[src/rtl/warp_ready_table.sv]
// -----------------------------------------------------------------------------
// warp_ready_table
//
// Purpose
//   Tracks the scheduling state of WIDTH warps and presents a per-warp ready
//   vector to the downstream issue arbiter. Each warp moves through
//   INACTIVE -> READY -> PIPE -> (MEM_WAIT) -> READY ... -> INACTIVE.
//   A warp issued into the pipeline stays out of the ready set for PIPE_LAT
//   cycles; a load additionally holds it until its memory response returns.
//   Any request that cannot be honoured in the warp's current state is
//   dropped and raises a sticky error flag.
//
// Parameters
//   WIDTH     number of warps tracked (power of two, >= 2)
//   PIPE_LAT  issue-to-ready latency in cycles (1..8)
//
// Ports
//   clk            rising-edge clock for all state
//   reset          synchronous, active-high; overrides every other input
//   launch_valid   activate warp launch_warp (must be INACTIVE)
//   launch_warp    index of the warp to activate
//   issue_valid    arbiter issued a warp this cycle
//   issue_oh       one-hot issued warp (arbiter grant)
//   issue_is_mem   issued instruction is a load; warp waits for memory
//   issue_is_exit  issued instruction terminates the warp (beats is_mem)
//   mem_done_valid a memory response returned
//   mem_done_warp  warp owning that response
//   req            per-warp ready vector (registered-state decode only)
//   active_count   number of warps not INACTIVE
//   all_idle       active_count == 0
//   err            sticky protocol-violation flag
//   warp_state_o   debug view of every warp's state, 2 bits per warp,
//                  warp i at [2*i +: 2]; 0=INACTIVE 1=READY 2=PIPE 3=MEM_WAIT
//
// Handshake: every *_valid input is a single-cycle event qualified only by
// its valid bit; there is no ready/backpressure. The block always consumes
// the event on the edge it is presented and reports an illegal one through
// err instead of stalling the sender.
// -----------------------------------------------------------------------------
module warp_ready_table #(
  parameter int WIDTH    = 16,
  parameter int PIPE_LAT = 4,
  localparam int COUNTW  = $clog2(WIDTH)
) (
  input  logic                clk,
  input  logic                reset,
  input  logic                launch_valid,
  input  logic [COUNTW-1:0]   launch_warp,
  input  logic                issue_valid,
  input  logic [WIDTH-1:0]    issue_oh,
  input  logic                issue_is_mem,
  input  logic                issue_is_exit,
  input  logic                mem_done_valid,
  input  logic [COUNTW-1:0]   mem_done_warp,
  output logic [WIDTH-1:0]    req,
  output logic [COUNTW:0]     active_count,
  output logic                all_idle,
  output logic                err,
  output logic [2*WIDTH-1:0]  warp_state_o
);

  typedef enum logic [1:0] {
    W_INACTIVE = 2'd0,
    W_READY    = 2'd1,
    W_PIPE     = 2'd2,
    W_MEM_WAIT = 2'd3
  } warp_state_e;

  // Countdown loaded on issue; the warp leaves PIPE on the cycle the
  // countdown reads zero, giving exactly PIPE_LAT cycles out of the ready set.
  localparam logic [2:0]        PIPE_INIT = 3'(PIPE_LAT - 1);
  localparam logic [WIDTH-1:0]  OH_ONE    = WIDTH'(1);
  localparam logic [COUNTW:0]   CNT_ONE   = (COUNTW+1)'(1);

  // ---------------------------------------------------------------------------
  // State registers
  // ---------------------------------------------------------------------------
  warp_state_e       state_q [WIDTH];
  warp_state_e       state_d [WIDTH];
  logic [2:0]        cnt_q   [WIDTH];
  logic [2:0]        cnt_d   [WIDTH];
  logic [WIDTH-1:0]  pend_q;
  logic [WIDTH-1:0]  pend_d;
  logic              err_q;
  logic              err_d;

  // ---------------------------------------------------------------------------
  // Per-warp state class vectors (registered state only)
  // ---------------------------------------------------------------------------
  logic [WIDTH-1:0]  inactive_vec;
  logic [WIDTH-1:0]  ready_vec;
  logic [WIDTH-1:0]  pipe_vec;
  logic [WIDTH-1:0]  memwait_vec;

  always_comb begin
    inactive_vec = '0;
    ready_vec    = '0;
    pipe_vec     = '0;
    memwait_vec  = '0;
    for (int i = 0; i < WIDTH; i++) begin
      inactive_vec[i] = (state_q[i] == W_INACTIVE);
      ready_vec[i]    = (state_q[i] == W_READY);
      pipe_vec[i]     = (state_q[i] == W_PIPE);
      memwait_vec[i]  = (state_q[i] == W_MEM_WAIT);
    end
  end

  // ---------------------------------------------------------------------------
  // Event decode
  // ---------------------------------------------------------------------------
  logic [WIDTH-1:0]  launch_hit;
  logic [WIDTH-1:0]  mem_hit;
  logic [WIDTH-1:0]  issue_hit;
  logic              issue_nonzero;
  logic              issue_onehot;
  logic              issue_multi;
  logic              launch_bad;
  logic              issue_bad;
  logic              mem_bad;
  logic [WIDTH-1:0]  pend_eff;

  always_comb begin
    launch_hit = '0;
    mem_hit    = '0;
    for (int i = 0; i < WIDTH; i++) begin
      launch_hit[i] = launch_valid   && (launch_warp   == COUNTW'(i));
      mem_hit[i]    = mem_done_valid && (mem_done_warp == COUNTW'(i));
    end
  end

  // x & (x-1) clears the lowest set bit: zero result on a nonzero x means
  // exactly one bit was set.
  assign issue_nonzero = (issue_oh != '0);
  assign issue_multi   = ((issue_oh & (issue_oh - OH_ONE)) != '0);
  assign issue_onehot  = issue_nonzero && !issue_multi;

  // An issue only lands on a READY target; anything else changes no warp.
  assign issue_hit = (issue_valid && issue_onehot) ? (issue_oh & ready_vec) : '0;

  // A memory response arriving while the warp is still in PIPE cancels the
  // pending wait, so the warp leaves PIPE straight to READY.
  assign pend_eff = pend_q & ~mem_hit;

  // Illegal events: launch of a live warp, multi-hot or non-READY issue,
  // memory response for a warp that is not waiting for one. issue_oh == 0
  // is a harmless no-op.
  assign launch_bad = |(launch_hit & ~inactive_vec);
  assign issue_bad  = issue_valid &&
                      (issue_multi || (issue_onehot && ((issue_oh & ready_vec) == '0)));
  assign mem_bad    = |(mem_hit & ~(memwait_vec | (pipe_vec & pend_q)));

  // ---------------------------------------------------------------------------
  // Next-state logic, one FSM per warp
  // ---------------------------------------------------------------------------
  always_comb begin
    pend_d = pend_q;
    err_d  = err_q | launch_bad | issue_bad | mem_bad;
    for (int i = 0; i < WIDTH; i++) begin
      state_d[i] = state_q[i];
      cnt_d[i]   = cnt_q[i];
      unique case (state_q[i])
        W_INACTIVE: begin
          if (launch_hit[i]) begin
            state_d[i] = W_READY;
          end
        end
        W_READY: begin
          if (issue_hit[i]) begin
            if (issue_is_exit) begin
              state_d[i] = W_INACTIVE;
              pend_d[i]  = 1'b0;
            end else begin
              state_d[i] = W_PIPE;
              cnt_d[i]   = PIPE_INIT;
              pend_d[i]  = issue_is_mem;
            end
          end
        end
        W_PIPE: begin
          pend_d[i] = pend_eff[i];
          if (cnt_q[i] == 3'd0) begin
            state_d[i] = pend_eff[i] ? W_MEM_WAIT : W_READY;
            pend_d[i]  = 1'b0;
          end else begin
            cnt_d[i] = cnt_q[i] - 3'd1;
          end
        end
        W_MEM_WAIT: begin
          if (mem_hit[i]) begin
            state_d[i] = W_READY;
          end
        end
        default: begin
          state_d[i] = W_INACTIVE;
        end
      endcase
    end
  end

  // ---------------------------------------------------------------------------
  // State register
  // ---------------------------------------------------------------------------
  always_ff @(posedge clk) begin
    if (reset) begin
      for (int i = 0; i < WIDTH; i++) begin
        state_q[i] <= W_INACTIVE;
        cnt_q[i]   <= 3'd0;
      end
      pend_q <= '0;
      err_q  <= 1'b0;
    end else begin
      for (int i = 0; i < WIDTH; i++) begin
        state_q[i] <= state_d[i];
        cnt_q[i]   <= cnt_d[i];
      end
      pend_q <= pend_d;
      err_q  <= err_d;
    end
  end

  // ---------------------------------------------------------------------------
  // Outputs: decoded from registered state only
  // ---------------------------------------------------------------------------
  logic [COUNTW:0] pop_cnt;

  always_comb begin
    pop_cnt = '0;
    for (int i = 0; i < WIDTH; i++) begin
      if (!inactive_vec[i]) begin
        pop_cnt = pop_cnt + CNT_ONE;
      end
    end
  end

  always_comb begin
    warp_state_o = '0;
    for (int i = 0; i < WIDTH; i++) begin
      warp_state_o[2*i +: 2] = state_q[i];
    end
  end

  assign req          = ready_vec;
  assign active_count = pop_cnt;
  assign all_idle     = (pop_cnt == '0);
  assign err          = err_q;

endmodule
[config.mk]
export PLATFORM = sky130hd
export DESIGN_NAME = warp_ready_table
export DESIGN_NICKNAME = d
export VERILOG_FILES = /design/src/rtl/warp_ready_table.sv
export SDC_FILE = /design/constraint.sdc
export NUM_CORES = 1
export LEC_CHECK = 0
export BUFFER_PORTS_ARGS = -buffer_cell sky130_fd_sc_hd__buf_4
export CAP_MARGIN = 10
export CORE_ASPECT_RATIO = 0.6
export CORE_MARGIN = 2
export CORE_UTILIZATION = 40
export DETAILED_ROUTE_END_ITERATION = 7
export HOLD_SLACK_MARGIN = 0.08
export MAX_ROUTING_LAYER = met4
export PLACE_DENSITY = 0.54
export SETUP_SLACK_MARGIN = 0.1
export SYNTH_ARGS = -nofsm -noshare
export SYNTH_HDL_FRONTEND = slang
export SYNTH_SLANG_ARGS = --single-unit
[constraint.sdc]
create_clock -name clk -period 21.4 [get_ports clk]
set_input_delay 2.14 -clock clk [delete_from_list [all_inputs] [get_ports clk]]
set_output_delay 2.14 -clock clk [all_outputs]
set_load 0.05 [all_outputs]
==> results of run 1 <==
==> layout by cell type, fill, tap and decap left out, drive strengths merged, types with 5 or more instances in the layout <==
cell     instances
a21o             5
nor3            35
buf             90
or3b             8
mux2i           17
nor2b           32
o31ai            9
a2111oi          5
nor3b            6
nor4            10
dfxtp           97
xnor2           50
nor2           120
inv            114
or3              6
maj3             5
nand2b          27
xor2            10
and2             7
xnor3            5
nand4           12
o22ai           11
nand3           31
clkbuf          11
a211oi          46
o211ai           6
mux2             5
a21oi          103
or2             16
nand2          126
a32oi           16
o21ai           74
a31oi           11
ha             128
a32o             6
nand3b           6
a21boi           9
==> synth_stat cells (all sizes together) (10+ instances only) <==
cell	n	area share, %
nand3	31	1.6
inv	114	4.5
a211oi	46	3.6
nor2	120	4.7
nand2b	27	1.7
o21ai	74	3.8
xor2	10	1.1
nand2	126	4.9
a31oi	11	0.71
o22ai	11	0.71
xnor2	50	5.5
nor4	10	1.0
nor3	35	1.8
a21oi	103	5.3
dfxtp	97	20
clkbuf	31	1.2
nand4	12	0.78
mux2i	17	1.8
a32oi	16	1.5
ha	128	17
nor2b	32	2.1
or2	16	1.0
==> worst max-delay path: cells and delay by family (launching register included) <==
family / cells / cell delay [ns]
AO/OA/AOI/OAI: 13 / 2.58
adder cells (fa/ha/maj): 7 / 2.13
AND/OR/NAND/NOR: 10 / 2.10
XOR/XNOR: 6 / 1.23
multiplexers: 4 / 0.71
flip-flops: 1 / 0.43
buffers and inverters: 3 / 0.39
==> cells by family (layout without fill, tap and decap cells) <==
kind of cell               count (synthesis)  in the layout
AOI/OAI and AO/OA                        340            340
xor gates and xnor gates                  67             67
adders and majority gates                133            133
buffers and inverters                    154            221
DFF                                       97             97
muxes                                     22             22
and+or+nand+nor                          457            457
==> state kept, by name (all words and copies together), names as in the netlist <==
signal   count
cnt_q       48
state_q     32
pend_q      16
err          1
==> per-layer routing <==
layer	vias to the layer above	part of all wire [%]
met4	0	1.1
met5	-	0
met1	4370	55
li1	4619	-
met3	24	5.5
met2	240	39
==> through the flow <==
step / setup WS, ns / instances / util [%]
5_1_grt: 8.490 / 1652 / 46.76
3_3_place_gp: 10.22 / 1636 / 45.15
4_1_cts: 9.364 / 1652 / 46.76
2_1_floorplan: 9.768 / 1270 / -
6_report: 9.298 / 1652 / 46.76
3_5_place_dp: 9.827 / 1636 / 45.15
==> final timing paths <==
kind,end,slack (ns),depth (start not counted)
max,all_idle,9.30,43
max reg2reg,err$_SDFF_PP0_,18.86,11
min reg2reg,cnt_q[0][18]$_SDFFE_PP0P_,0.44,1
min,cnt_q[0][18]$_SDFFE_PP0P_,0.44,1
==> layout make-up <==
class | instances | area [µm²] | area share (%)
clock buffer | 11 | 252.7 | 2.309
clock inverter | 5 | 125.1 | 1.143
inverter | 115 | 434.2 | 3.967
multi-input combinational | 1019 | 7121 | 65.06
sequential | 97 | 1942 | 17.74
tap | 315 | 394.1 | 3.601
timing repair buffer | 90 | 675.6 | 6.174
==> report_power, final <==
group / switching [µW] / leakage (µW) / internal [µW] / total [µW]
combinational: 449 / 0.00335 / 269 / 718
sequential: 15.5 / 0.000785 / 194 / 210
clock: 82.1 / 0.000186 / 132 / 215
==> impl_results.md, run 1 <==
* Crit. End Element: output port
* Final hold slack at 0.4441 ns
* Clk_lat worst skew at 0.38 ns
* Final antenna-violating net count at 0
* Status: finished, final reports clean
* GR peak layer: met1
* Number of global-route vias before repair at 8,241
* # hold bufs at CTS at 0
* Post-placement cell area at 0.01057 mm²
* Site row count at 43
* Share of cells above drive strength 1 at 11.44%
* Crit-path max cell delay at 0.64 ns
* Fin crit share at 56.55%
* Drt via density at 5.601
* Reg-to-reg startpoint: state_q[0][1]$_SDFFE_PP0P_
* # IOs at 86
* Max clock buf depth at 2
* Cell area after synthesis at 0.009658 mm²
* Max-Cap Viols at 0
* Crit. Startpoint: state_q[0][2]$_SDFFE_PP0P_
* P_leak at 0.004316 µW
* Min Tclk post-route at 12.10 ns
* HP Start: cnt_q[0][18]$_SDFFE_PP0P_
* Adder-cell share of the synthesized area at 17.10%
* Routed Wire Length at 30,420 µm
* Final Max Tran Viols at 0
* Design Power at 1142 µW
* CTS tree: done
* Layout area overhead at 13.32%
* Largest net degree at the start of global routing at 48
* Mux cell area share after synthesis at 2.345%
* Final hold vios at 0
* GR Layer Usage met3 at 3.741%
* Vias post-DR at 9,253
* Setup violations, final at 0
* Core area at 0.02340 mm²
* Clock skew at 0.01230 ns
* Seq/Total Area, Yosys at 20.11%
* Synth Net Count at 1,429
* Initial antenna violation count at 0
* Post-synth EDFFs at 0
* Startpoint Class: flip-flop
* Xor-xnor portion of the synthesized cell area at 8.226%
* Compound-Gate Fraction of Synth Area at 22.62%
* Max transition margin at 19.96%
* Synth unique cells at 74
* Worst slew pin tran at 1.198 ns
* Crit Path Max Fanout at 8
* Dominant synthesized flop cell: dfxtp_1
* TritonRoute pass-1 iters at 5
* Power per Cell Area at 104.4 mW/mm²
* Die Span X at 204.6 µm
* RSZ-0062 raised after global routing: false
* Synth Instances at 1,270
* CTS clock-pin slew for the worst setup and hold paths at 0.08 ns
* Port bufs at 85
* First-pass GRT wire length at 47,440 µm
* FILL cells at 2,399
* DRC viols at 0
* Final HPWL from detailed placement at 23,750 µm
* Drt initial violations at 703
* TNS Setup at 0 ns
* HP Class: flip-flop to flip-flop
* Max IR drop VDD at 0.0001976 V
* Post-CTS Setup Inserts at 0
* Setup CP Type: flip-flop to output port
* Average cell area after synthesis at 7.605 µm²
* FF+latch count, synth at 97
* Synth async-reset ratio at 0%
* Synth warn at 0
* Met1 usage at 38.80%
* Main combinational cell family by area after synthesis: simple AND/OR/NAND/NOR gates
* Sinks on Clock Net at 97
* Antenna Cells at 0
* CP arrival at 9.96 ns
* Die height at 124.4 µm
* CTS root buf: clkbuf_16
* Post-Synth Simple-Gate Area at 23.41%
* DIE AREA at 0.02544 mm²
* Wire per inst at 18.41 µm
* Max stage delay cell, worst path: or4b_2
* CTS resizes at 0
* Max frequency at 82.63 MHz
* GRT Residual Overflow at 0
* Final #Nets at 1,491
* Starting Density at 41.27%
* Fin area at 0.01094 mm²
* RD Place Congestion at 0.9052
* Required @ worst endpoint at 19.26 ns
* Number of H-tree levels at 3
* GR Util met2 at 31.72%
* Num CTS Buffers at 9
* Total GRT Usage at 24.60%
* Crit path top cell by count: ha_1
Note: power is estimated with default switching activity, not from simulation.
==> run 2, diff against run 1 <==
Settings changed: PLACE_DENSITY 0.54 to 0.56.
Clock period 21.4 ns to 10.7 ns, I/O delays scaled along.
==> run 2 against run 1 <==
Against the previous run: combinational power up 110%; sequential share of layout area about the same; worst setup slack worse by 8.7 ns; first-iteration DRC count down 6.7%; global-route usage down 0.64 points; design area up 0.40%; clock power up 68%; clock skew down 0.0051 ns; cell count up 0.24%; critical path type unchanged; critical endpoint unchanged.
==> impl_results.md, run 2 (synthesized netlist as in run 1, its figures left out) <==
* Status: finished, final reports clean
* Fin crit share at 94.55%
* Final HPWL from detailed placement at 23,170 µm (-2.4%)
* Port bufs at 85 (unchanged)
* Power per Cell Area at 206.2 mW/mm² (+98%)
* P_leak at 0.004315 µW (about the same)
* RSZ-0062 raised after global routing: false
* Required @ worst endpoint at 9.63 ns (-9.63 ns)
* Max-Cap Viols at 0 (unchanged)
* CTS clock-pin slew for the worst setup and hold paths at 0.07 ns (about the same)
* Setup CP Type: flip-flop to output port
* # IOs at 86 (unchanged)
* Largest register FFs at 48 (unchanged)
* Initial antenna violation count at 0 (unchanged)
* Crit Path Max Fanout at 8 (unchanged)
* Setup WS pre-CTS at 0.3932 ns (-9.434 ns)
* CP arrival at 9.05 ns (-0.91 ns)
* Starting Density at 41.27% (unchanged)
* Hold path cells at 1 (unchanged)
* Routed Wire Length at 30,070 µm (-1.2%)
* Post-placement cell area at 0.01056 mm² (about the same)
* Die Span X at 204.6 µm (unchanged)
* Final Max Tran Viols at 0 (unchanged)
* Vias post-DR at 9,285 (+0.35%)
* Site row count at 43 (unchanged)
* Most frequent cells in the layout: nand2_1, ha_1, nor2_1
* Clk_lat worst skew at 0.36 ns (-0.02 ns)
* Wire per inst at 18.16 µm (-1.4%)
* Startpoint Class: flip-flop
* RD Place Congestion at 0.8899 (-1.7%)
* CTS tree: done
* HP Class: flip-flop to flip-flop
* Antenna Cells at 0 (unchanged)
* Sinks on Clock Net at 97 (unchanged)
* Number of global-route vias before repair at 8,279 (+0.46%)
* GRT Residual Overflow at 0 (unchanged)
* Max stage delay cell, worst path: or4b_2
* Final hold slack at 0.4402 ns (-0.003950 ns)
* TNS Setup at 0 ns (unchanged)
* Reg-to-Reg End: err$_SDFF_PP0_
* Num CTS Buffers at 9 (unchanged)
* Biggest register: cnt_q
* # hold bufs at CTS at 0 (unchanged)
* Max IR drop VDD at 0.0002826 V (+43%)
* DRC viols at 0 (unchanged)
* Final antenna-violating net count at 0 (unchanged)
* R2R Setup Slk at 8.08 ns (-10.78 ns)
* CTS root buf: clkbuf_16
* Max frequency at 98.85 MHz
* Total GRT Usage at 23.96% (-0.64 points)
* Layout area overhead at 13.77%
* Final hold vios at 0 (unchanged)
* Max transition margin at 35.80% (+16 points)
* Crit-path leading delay family: simple AND/OR/NAND/NOR gates
* Clock skew at 0.007242 ns (-0.005053 ns)
* Die height at 124.4 µm (unchanged)
* R2R depth at 11 (unchanged)
* Core area at 0.02340 mm² (unchanged)
* Worst setup margin at 0.5833 ns (-8.715 ns)
* Drt via density at 5.607 (+0.10%)
* Top Registers: cnt_q x48, state_q x32, pend_q x16
* Share of cells above drive strength 1 at 12.53% (+1.1 points)
* Setup violations, final at 0 (unchanged)
* Max clock buf depth at 2 (unchanged)
* TritonRoute pass-1 iters at 7 (+2)
* Min Tclk post-route at 10.12 ns
* Largest net degree at the start of global routing at 54 (+13%)
* Final #Nets at 1,496 (+0.34%)
* Crit path top cell by count: xnor2_1
* Crit. End Element: output port
* Hold Path End: cnt_q[0][18]$_SDFFE_PP0P_
* DIE AREA at 0.02544 mm² (unchanged)
* CP bufs+invs at 3 (unchanged)
* Number of H-tree levels at 3 (unchanged)
* Reg-to-reg startpoint: state_q[1][11]$_SDFFE_PP0P_
* Crit-path max cell delay at 0.62 ns (-0.02 ns)
* First-pass GRT wire length at 46,690 µm (-1.6%)
* Drt initial violations at 656 (-6.7%)
* HP Start: cnt_q[0][18]$_SDFFE_PP0P_
* Worst slew pin tran at 0.9610 ns (-0.2371 ns)
* Commonest non-fill, non-tap cell in the layout: nand2_1
* Fin area at 0.01099 mm² (+0.40%)
==> run 2: cell types whose count changed in the layout (fill, tap and decap cells not counted), moves of 2 or more <==
| cell | previous run | this run |
|---|---|---|
| buf_4 | 90 | 94 |
| dfxtp_1 | 97 | 93 |
| dfxtp_2 | 0 | 3 |
| ha_1 | 128 | 125 |
| a311oi_1 | 3 | 1 |
| a311oi_2 | 0 | 2 |
| bufinv_16 | 4 | 2 |
| clkbuf_1 | 0 | 2 |
| ha_2 | 0 | 2 |
==> run 2: stage by stage <==
stage	instances	total power (µW)	utilization, %
after floorplan	1270	1537	-
after global placement	1635	1819	45.11
after detailed placement	1635	1829	45.11
after CTS	1650	2207	46.48
after global routing	1656	2437	46.95
final	1656	2265	46.95
==> run 2: worst register-to-register path, stage by stage, from the launching register on <==
cell and delay (ns):
dfxtp_1 0.41, inv_1 0.11, ha_1 0.30, nand2_1 0.23, nand4_1 0.20, or2_2 0.32
nor3_1 0.29, maj3_1 0.24, nor2_1 0.04, o21ai_0 0.15, nand2_1 0.12, a21oi_1 0.13
==> run 2: worst max path at each step <==
stage                               start       end  cells past startpoint  slack, ns
2_1_floorplan  state_q[0][2]$_SDFFE_PP0P_  all_idle                     43       0.14
3_3_place_gp   state_q[0][2]$_SDFFE_PP0P_  all_idle                     43       0.56
3_5_place_dp   state_q[0][2]$_SDFFE_PP0P_  all_idle                     43       0.39
4_1_cts        state_q[0][2]$_SDFFE_PP0P_  all_idle                     43       0.18
5_1_grt        state_q[0][0]$_SDFFE_PP0P_  all_idle                     43       0.07
6_report       state_q[0][3]$_SDFFE_PP0P_  all_idle                     42       0.58
==> run 2: area by class of cell <==
type / count / area [µm²]
clock buffers: 12 / 246.5
repair buffers: 95 / 716.9
inverters: 115 / 434.2
multi-input cells: 1019 / 7182
clock inverters: 3 / 65.06
well taps: 315 / 394.1
fillers: 2437 / 12420
flip-flops and latches: 97 / 1949
==> run 2: repair_timing <==
| action | in CTS | in global routing |
|---|---|---|
| endpoints found under the setup margin | 1 | 3 |
| gates resized for setup | 2 | 16 |
| setup buffers | 0 | 6 |
| pin swaps | 0 | 4 |
| cloned | 0 | 0 |
==> run 2: report_power, final <==
| part | internal, µW | switching [µW] |
|---|---|---|
| combinational | 583 | 900 |
| sequential | 389 | 31.1 |
| clock | 210 | 152 |
==> run 2: per-layer routing <==
layer,part of all wire [%],global-route usage [%],vias to the layer above
met5,0,-,-
met4,1.1,4.177,0
met3,5.5,3.715,25
met2,39,31.82,229
met1,55,37.45,4401
li1,-,-,4630
==> run 3, diff against run 2 <==
Settings changed: REMOVE_ABC_BUFFERS set to 1.
==> run 3 against run 2 <==
Against the previous run: clock skew rose by 0.00095 ns; count of clock-buffer cells in the layout fell by 2; register-to-register slack got worse by 0.11 ns; flip-flop and latch count did not move; global-route usage rose by 0.087 points.
==> impl_results.md, run 3 (synthesized netlist as in run 1, its figures left out) <==
* Status: finished, final reports clean
* Max transition margin at 31.98% (-3.8 points)
* Setup CP Type: flip-flop to output port
* Multi-input gate area at 0.007218 mm² (+0.51%)
* Max frequency at 99.69 MHz (+0.86%)
* Share of cells above drive strength 1 at 13.28% (+0.76 points)
* Crit Path Max Fanout at 8 (unchanged)
* Commonest non-fill, non-tap cell in the layout: nand2_1
* DIE AREA at 0.02544 mm² (unchanged)
* Startpoint Class: flip-flop
* Required @ worst endpoint at 9.63 ns (about the same)
* Worst setup margin at 0.6693 ns (+0.08597 ns)
* GRT Residual Overflow at 0 (unchanged)
* Fin crit share at 93.75% (-0.80 points)
* Number of global-route vias before repair at 8,108 (-2.1%)
* Drt initial violations at 833 (+27%)
* DRC viols at 0 (unchanged)
* Largest register FFs at 48 (unchanged)
* Power per Cell Area at 206.1 mW/mm² (about the same)
* Site row count at 43 (unchanged)
* Vias post-DR at 9,169 (-1.2%)
* Total GRT Usage at 24.04% (+0.087 points)
* Final antenna-violating net count at 0 (unchanged)
* P_leak at 0.004318 µW (about the same)
* First-pass GRT wire length at 46,580 µm (-0.24%)
* Largest net degree at the start of global routing at 62 (+15%)
* Core area at 0.02340 mm² (unchanged)
* Post-layout util at 47.08% (+0.13 points)
* Max clock buf depth at 2 (unchanged)
* Setup violations, final at 0 (unchanged)
* Register area at 0.001952 mm² (+0.13%)
* CTS tree: done
* Sinks on Clock Net at 97 (unchanged)
* Number of H-tree levels at 3 (unchanged)
* # IOs at 86 (unchanged)
* Clk_lat worst skew at 0.38 ns (+0.02 ns)
* Crit. End Element: output port
* Max-Cap Viols at 0 (unchanged)
* Top Registers: cnt_q x48, state_q x32, pend_q x16
* Setup WS pre-CTS at 0.3253 ns (-0.06790 ns)
* Port bufs at 85 (unchanged)
* Final #Nets at 1,494 (-0.13%)
* Clock skew at 0.008194 ns (+0.0009527 ns)
* Design Power at 2271 µW (+0.24%)
* RD Place Congestion at 0.8936 (+0.42%)
* Antenna Cells at 0 (unchanged)
* Final Max Tran Viols at 0 (unchanged)
* Die Span X at 204.6 µm (unchanged)
* TritonRoute pass-1 iters at 5 (-2)
* Max IR drop VDD at 0.0002490 V (-12%)
* Biggest register: cnt_q
* Final HPWL from detailed placement at 22,950 µm (-0.95%)
* Max stage delay cell, worst path: or4b_2
* CP arrival at 8.96 ns (-0.09 ns)
* CTS root buf: clkbuf_16
* Worst slew pin tran at 0.9946 ns (+0.03360 ns)
* Layout area overhead at 14.09%
* CTS clock-pin slew for the worst setup and hold paths at 0.07 ns (about the same)
* Min Tclk post-route at 10.03 ns (-0.08597 ns)
* Most frequent cells in the layout: nand2_1, ha_1, nor2_1
* Starting Density at 41.27% (unchanged)
* TNS Setup at 0 ns (unchanged)
* RSZ-0062 raised after global routing: false
* Num CTS Buffers at 9 (unchanged)
* HP Class: flip-flop to flip-flop
* Wire per inst at 18.15 µm (about the same)
* Routed Wire Length at 30,040 µm (about the same)
* Drt via density at 5.540 (-1.2%)
* Crit-path max cell delay at 0.64 ns (+0.02 ns)
* Final hold vios at 0 (unchanged)
* FILL cells at 2,400 (-1.5%)
* Initial antenna violation count at 0 (unchanged)
* Die height at 124.4 µm (unchanged)
[run 3: area by class of cell]
type | instances | share of cell area, %
clock buffer | 10 | 2.078
clock inverter | 6 | 0.8175
inverter | 115 | 3.940
multi-input combinational | 1019 | 65.50
sequential | 97 | 17.71
tap | 315 | 3.577
timing repair buffer | 93 | 6.370
[run 3: final timing paths]
| check | startpoint | to | slack [ns] | cells after the start |
|---|---|---|---|---|
| min | cnt_q[0][18]$_SDFFE_PP0P_ | cnt_q[0][18]$_SDFFE_PP0P_ | 0.44 | 1 |
| max | state_q[0][0]$_SDFFE_PP0P_ | all_idle | 0.67 | 39 |
| min reg2reg | cnt_q[0][18]$_SDFFE_PP0P_ | cnt_q[0][18]$_SDFFE_PP0P_ | 0.44 | 1 |
| max reg2reg | state_q[1][5]$_SDFFE_PP0P_ | err$_SDFF_PP0_ | 7.97 | 7 |
[run 3: timing repair]
action                                 4_1_cts  5_1_grt
setup endpoints to repair                    2        3
buffers inserted                             0        4
gates resized for setup                      3       25
endpoints found under the hold margin        0        0
pin swaps                                    0        6
hold buffers                                 0        0
[run 3: report_power, final]
part           switching, µW  internal (µW)  total [µW]
registers               31.6            389         421
clock network            162            206         368
logic                    899            583        1480
[run 3: through the flow]
stage / instance area, µm² / std cells / hold slack [ns]
6_report: 11020 / 1655 / 0.4384
5_1_grt: 11020 / 1655 / 0.4587
4_1_cts: 10890 / 1651 / 0.4382
3_5_place_dp: 10560 / 1635 / 0.4281
3_3_place_gp: 10560 / 1635 / 0.4210
2_1_floorplan: 9494 / 1231 / 0.4081
[run 3: layer usage]
metal	GRT usage, %	up-vias	wire [µm]
li1	-	4635	-
met1	36.87	4250	15690
met2	31.86	269	11930
met3	5.364	15	2255
met4	3.666	0	167
met5	-	-	0
[run 3: worst max-delay path, delay by kind of cell (launching register included)]
kind | cells | cell delay, ns
AO/OA/AOI/OAI | 7 | 1.46
XOR/XNOR | 8 | 1.37
adder cells (fa/ha/maj) | 8 | 2.32
buffers and inverters | 5 | 0.51
flip-flops | 1 | 0.39
multiplexers | 3 | 0.73
AND/OR/NAND/NOR | 8 | 1.78
